===== src/rtl/timebase_pkg.sv =====
// Shared definitions for the timebase generator: sequencer states and
// default parameter values.
package timebase_pkg;

    localparam int NUM_CH_DEF  = 3;
    localparam int ACC_W_DEF   = 24;
    localparam int NUM_RST_DEF = 3;
    localparam int RST_LEN_DEF = 16;
    localparam int RST_CH_DEF  = 0;

    // Stretch counter is wide enough for the largest allowed RST_LEN (255).
    localparam int CNT_W = 8;

    typedef enum logic {
        IDLE    = 1'b0,
        STRETCH = 1'b1
    } seq_state_t;

endpackage


===== src/rtl/timebase_nco.sv =====
// One fractional NCO channel: phase accumulator whose carry is the
// clock-enable pulse, plus a square wave toggling once per pulse.
module timebase_nco
    import timebase_pkg::*;
#(
    parameter int ACC_W = ACC_W_DEF
) (
    input  logic             clk,
    input  logic             srst,
    input  logic             en,
    input  logic [ACC_W-1:0] inc,
    output logic             ce,
    output logic             sq
);

    logic [ACC_W-1:0] acc_reg;
    logic             ce_reg;
    logic             sq_reg;
    logic [ACC_W:0]   sum;

    assign sum = {1'b0, acc_reg} + {1'b0, inc};

    always_ff @(posedge clk) begin
        if (srst) begin
            acc_reg <= '0;
            ce_reg  <= 1'b0;
            sq_reg  <= 1'b0;
        end else begin
            // The toggle follows the pulse itself, so a pulse produced on the
            // last enabled edge is never lost from the square-wave parity.
            sq_reg <= sq_reg ^ ce_reg;
            if (en) begin
                acc_reg <= sum[ACC_W-1:0];
                ce_reg  <= sum[ACC_W];
            end else begin
                ce_reg  <= 1'b0;
            end
        end
    end

    assign ce = ce_reg;
    assign sq = sq_reg;

endmodule


===== src/rtl/timebase_gen.sv =====
// Multi-channel clock-enable generator with a reset sequencer that stretches
// system reset for RST_LEN ticks of a chosen channel after any trigger.
module timebase_gen
    import timebase_pkg::*;
#(
    parameter int NUM_CH  = NUM_CH_DEF,
    parameter int ACC_W   = ACC_W_DEF,
    parameter int NUM_RST = NUM_RST_DEF,
    parameter int RST_LEN = RST_LEN_DEF,
    parameter int RST_CH  = RST_CH_DEF
) (
    input  logic                         clk_sys,
    input  logic                         reset,
    input  logic [NUM_CH-1:0][ACC_W-1:0] inc,
    input  logic [NUM_CH-1:0]            ch_en,
    output logic [NUM_CH-1:0]            ce_out,
    output logic [NUM_CH-1:0]            sq_out,
    input  logic [NUM_RST-1:0]           rst_src,
    output logic                         sys_reset,
    output logic                         rst_busy
);

    generate
        if (RST_CH < 0 || RST_CH >= NUM_CH) begin : g_bad_rst_ch
            $error("timebase_gen: RST_CH must select an existing channel");
        end
        if (RST_LEN < 2 || RST_LEN > 255) begin : g_bad_rst_len
            $error("timebase_gen: RST_LEN must be within 2..255");
        end
    endgenerate

    genvar gi;
    generate
        for (gi = 0; gi < NUM_CH; gi++) begin : g_ch
            timebase_nco #(
                .ACC_W (ACC_W)
            ) u_nco (
                .clk  (clk_sys),
                .srst (reset),
                .en   (ch_en[gi]),
                .inc  (inc[gi]),
                .ce   (ce_out[gi]),
                .sq   (sq_out[gi])
            );
        end
    endgenerate

    // Synchronisers and edge history reset high so a source already asserted
    // at reset release is not mistaken for a fresh rising edge.
    logic [NUM_RST-1:0] meta_reg;
    logic [NUM_RST-1:0] sync_reg;
    logic [NUM_RST-1:0] prev_reg;
    logic               trigger;

    always_ff @(posedge clk_sys) begin
        if (reset) begin
            meta_reg <= '1;
            sync_reg <= '1;
            prev_reg <= '1;
        end else begin
            meta_reg <= rst_src;
            sync_reg <= meta_reg;
            prev_reg <= sync_reg;
        end
    end

    assign trigger = |(sync_reg & ~prev_reg);

    seq_state_t       state_reg;
    seq_state_t       state_next;
    logic [CNT_W-1:0] count_reg;
    logic [CNT_W-1:0] count_next;
    logic             sys_reset_reg;
    logic             tick;

    assign tick = ce_out[RST_CH];

    always_comb begin
        state_next = state_reg;
        count_next = count_reg;
        case (state_reg)
            IDLE: begin
                if (trigger) begin
                    state_next = STRETCH;
                    count_next = '0;
                end
            end
            STRETCH: begin
                // A new trigger always wins, even over the terminal tick.
                if (trigger) begin
                    count_next = '0;
                end else if (tick) begin
                    if (count_reg == CNT_W'(RST_LEN - 1)) begin
                        state_next = IDLE;
                        count_next = '0;
                    end else begin
                        count_next = count_reg + CNT_W'(1);
                    end
                end
            end
            default: begin
                state_next = STRETCH;
                count_next = '0;
            end
        endcase
    end

    always_ff @(posedge clk_sys) begin
        if (reset) begin
            state_reg     <= STRETCH;
            count_reg     <= '0;
            sys_reset_reg <= 1'b1;
        end else begin
            state_reg     <= state_next;
            count_reg     <= count_next;
            sys_reset_reg <= (state_reg == STRETCH);
        end
    end

    assign sys_reset = sys_reset_reg;
    assign rst_busy  = (state_reg == STRETCH);

endmodule

===== config.mk =====
export PLATFORM = sky130hd
export DESIGN_NAME = timebase_gen
export DESIGN_NICKNAME = d
export VERILOG_FILES = /design/src/rtl/timebase_pkg.sv /design/src/rtl/timebase_nco.sv /design/src/rtl/timebase_gen.sv
export SDC_FILE = /design/constraint.sdc
export NUM_CORES = 1
export LEC_CHECK = 0
export BUFFER_PORTS_ARGS = -buffer_cell sky130_fd_sc_hd__buf_2
export CAP_MARGIN = 20
export CORE_AREA = 3 3 119 121
export CTS_BUF_LIST = sky130_fd_sc_hd__clkbuf_8
export CTS_CLUSTER_SIZE = 24
export DETAILED_ROUTE_END_ITERATION = 10
export DIE_AREA = 0 0 122 124
export PLACE_DENSITY = 0.9
export SETUP_SLACK_MARGIN = 0.1
export SLEW_MARGIN = 30
export SYNTH_ARGS = -nofsm -noshare
export SYNTH_HDL_FRONTEND = slang
export SYNTH_SLANG_ARGS = --single-unit

===== constraint.sdc =====
create_clock -name clk_sys -period 2.5 [get_ports clk_sys]
set_clock_uncertainty 0.05 [all_clocks]
set_input_delay 0.25 -clock clk_sys [delete_from_list [all_inputs] [get_ports clk_sys]]
set_output_delay 0.25 -clock clk_sys [all_outputs]
set_load 0.05 [all_outputs]

==> impl_metrics.env <==
export IMPL_gp_congestion=0.9475
export IMPL_startpoint="g_ch[0].u_nco.acc_reg[0]$_SDFFE_PP0P_"
export IMPL_start_util_pct=54.77
export IMPL_synth_edf_count=0
export IMPL_synth_cell_types=77
export IMPL_crit_family="compound AO/OA/AOI/OAI gates"
export IMPL_ys_ff_latch=97
export IMPL_synth_main_ff_cell="dfxtp_1"
export IMPL_first_pass_iters=5
export IMPL_drt_vias_per_instance=5.970
export IMPL_synthMuxAreaShare_pct=3.343
export IMPL_async_flop_share_pct=0
export IMPL_worst_slew_pin_transition_ps=537.7
export IMPL_slowest_stage="dfxtp_2"
export IMPL_drive_gt1_share_pct=21.17
export IMPL_hold_viol=0
export IMPL_grt_ovfl_total=0
export IMPL_port_buffers=87
export IMPL_nFillCells=1121
export IMPL_hp_class="input pin to flip-flop"
export IMPL_drtIter0Drc=365
export IMPL_ys_seq_area_share_pct=26.88
export IMPL_routed_wl_um=18050
export IMPL_cap_viol_max_count=0
export IMPL_synth_compound_area_share_pct=25.06
export IMPL_synth_simple_gate_area_share_pct=20.97
export IMPL_dp_cells=1151
export IMPL_ant_nets=0
export IMPL_status="finished, final reports clean"
export IMPL_synth_adder_area_share_pct=13.47
export IMPL_wl_per_cell_um=15.27
export IMPL_root_buffer="clkbuf_8"
export IMPL_cts_htree_levels=3
export IMPL_slew_limit_headroom_pct=64.02
export IMPL_grt_max_degree=50
export IMPL_power_density_nw_per_um2=627.1
export IMPL_start_kind="flip-flop"
export IMPL_core_um2=13190
export IMPL_largest_reg_flops=72
export IMPL_critPathArrivalTime_ps=2610
export IMPL_hold_path_depth=4
export IMPL_rsz0062_at_grt="true"
export IMPL_setup_violations=0
export IMPL_cts_clk_slew_worst_paths_ps=100
export IMPL_setup_worst_path_class="flip-flop to flip-flop"
export IMPL_first_global_vias=6512
export IMPL_area_growth_pct=15.92
export IMPL_cts_tree="done"
export IMPL_netlist_area_um2=7224
export IMPL_place_area_um2=7859
export IMPL_clk_latency_ps=380
export IMPL_avgSynthCellArea_um2=8.036
export IMPL_numCtsBuffers=9
export IMPL_yosysTopAreaCellShare_pct=26.88
export IMPL_finalSetupTns_ps=0
export IMPL_required_ps=2710
export IMPL_drcViolationCount=0
export IMPL_num_vias=7056
export IMPL_power_static_leakage_nw=3.676
export IMPL_die_w_um=122
export IMPL_synthesis_nets=1055
export IMPL_cp_depth=10
export IMPL_synth_top_cell_by_area="dfxtp_1"
export IMPL_path_cells="ha_4, fa_2, a211oi_2, nor2_2, o31ai_4, buf_4, o311ai_2, o22ai_1, xor2_1, o21ai_1"
export IMPL_grt_pass1_wl_um=29460
export IMPL_post_dp_hpwl_um=13130
export IMPL_total_power_mw=5.251
export IMPL_hp_start="inc[71]"
export IMPL_antenna_found_initial=0
export IMPL_io_pins=88
export IMPL_placementRows=42
export IMPL_slowest_delay_ps=360
export IMPL_multi_input_comb_area_um2=5167
export IMPL_nets=1157
export IMPL_grtUsageTotal_pct=23.54
export IMPL_die_h_um=124
export IMPL_whs_ps=185.9
export IMPL_cts_sinks=97
export IMPL_end_kind="flip-flop"
export IMPL_synthTopCellsByArea="dfxtp_1 27%, ha_1 13%, a21oi_1 5.7%, nor2_1 4.8%, nand2_1 4.7%"
export IMPL_critPathMaxFanout=3
export IMPL_synthCells=899
export IMPL_synthXorXnorAreaFrac_pct=5.819
export IMPL_worstPathBufferInverterCount=1
export IMPL_max_freq_ghz=0.4170
export IMPL_clock_path_buffers=2
export IMPL_dieArea_um2=15130
export IMPL_num_antenna_cells=0
export IMPL_reg2reg_depth=10
export IMPL_min_period_ps=2398
export IMPL_ir_drop_mv=0.3874
export IMPL_synth_top_family_by_area="compound AO/OA/AOI/OAI gates"
export IMPL_stdcell_count=1182
export IMPL_ys_warn_count=0
export IMPL_register_area_um2=1946
export IMPL_worst_r2r_startpoint="g_ch[0].u_nco.acc_reg[0]$_SDFFE_PP0P_"
export IMPL_post_route_period_util_pct=95.93
export IMPL_final_area_um2=8374
export IMPL_maxSlewViolCount=0
worst paths after layout:
check | end | slack (ps)
setup / recovery | g_ch[0].u_nco.acc_reg[18]$_SDFFE_PP0P_ | 100
hold / removal | g_ch[2].u_nco.ce$_SDFF_PP0_ | 190
setup reg to reg | g_ch[0].u_nco.acc_reg[18]$_SDFFE_PP0P_ | 100
hold reg to reg | sync_reg[1]$_SDFF_PP1_ | 370
power breakdown:
part	total, mW	leakage [nW]	switching [mW]	internal, mW
Sequential	1.86	0.800	0.118	1.74
Clock	0.991	0.0805	0.602	0.389
Combinational	2.40	2.80	1.35	1.05
Total	5.25	3.68	2.07	3.18
cell type report:
type / count / area share [%]
tap: 176 / 2.630
clock inverter: 6 / 0.5229
clock buffer: 10 / 1.644
timing repair buffer: 136 / 9.727
inverter: 12 / 0.5379
multi-input combinational: 745 / 61.71
sequential: 97 / 23.23
layer usage:
metal,vias to the layer above,global-route usage (%),part of all wire (%)
met4,0,7.003,1.4
met5,-,0,0
met2,230,39.54,48
met1,3281,30.72,45
li1,3519,-,-
met3,26,4.678,5.4
through the flow:
stage	worst slack, ps	util [%]
finish	101.9	63.49
global route	9.081	63.49
CTS	103.4	61.87
detailed placement	-104.4	59.58
global placement	-54.60	59.58
floorplan	141.6	-
worst min-delay path, delay by kind of cell:
kind | cells | cell delay [ps]
buf+inv | 1 | 80
fa+ha+maj | 1 | 140
compound gates | 2 | 120
logic make-up (layout without fill, tap and decap cells):
group           after synthesis  after routing
simple gates                315            315
compound gates              282            282
flops                        97             97
fa+ha+maj                    76             76
buf+inv                      57            164
xor+xnor                     48             48
mux                          24             24
cell usage in the layout, fill, tap and decap left out, drive strengths merged, types with 18 or more instances in the layout:
cell type | Yosys | routed
ha | 73 | 73
dfxtp | 97 | 97
nor3 | 19 | 19
o21ai | 60 | 60
buf | 14 | 133
a211oi | 18 | 18
a21o | 31 | 31
mux2i | 23 | 23
nand2 | 91 | 91
nand3 | 25 | 25
a21oi | 83 | 83
nor2 | 93 | 93
xnor2 | 29 | 29
xor2 | 19 | 19
cell usage after synthesis, types with 7 or more instances:
cell and number:
xnor2_1 29, o22ai_1 10, or3_1 9, nor2_1 93, nand3_1 25, xor2_1 19, o211ai_1 7, nand2_1 91
a211oi_1 17, nand2b_1 11, or2_2 10, buf_4 8, nor3_1 19, clkbuf_1 24, nand4_1 12, inv_1 12
dfxtp_1 97, o21ai_0 57, ha_1 73, and3_1 7, a21oi_1 83, o21a_1 8, a31oi_1 12, a21o_1 30
mux2i_1 23
repair_timing:
| action | CTS | global route |
|---|---|---|
| hold buffers | 3 | 0 |
| resized for setup | 16 | 39 |
| hold endpoints to repair | 3 | 0 |
| setup buffers | 5 | 7 |
| endpoints found under the setup margin | 18 | 33 |
| pin swaps | 7 | 27 |
| gates cloned | 0 | 0 |
Note: power is estimated with default switching activity, not from simulation.
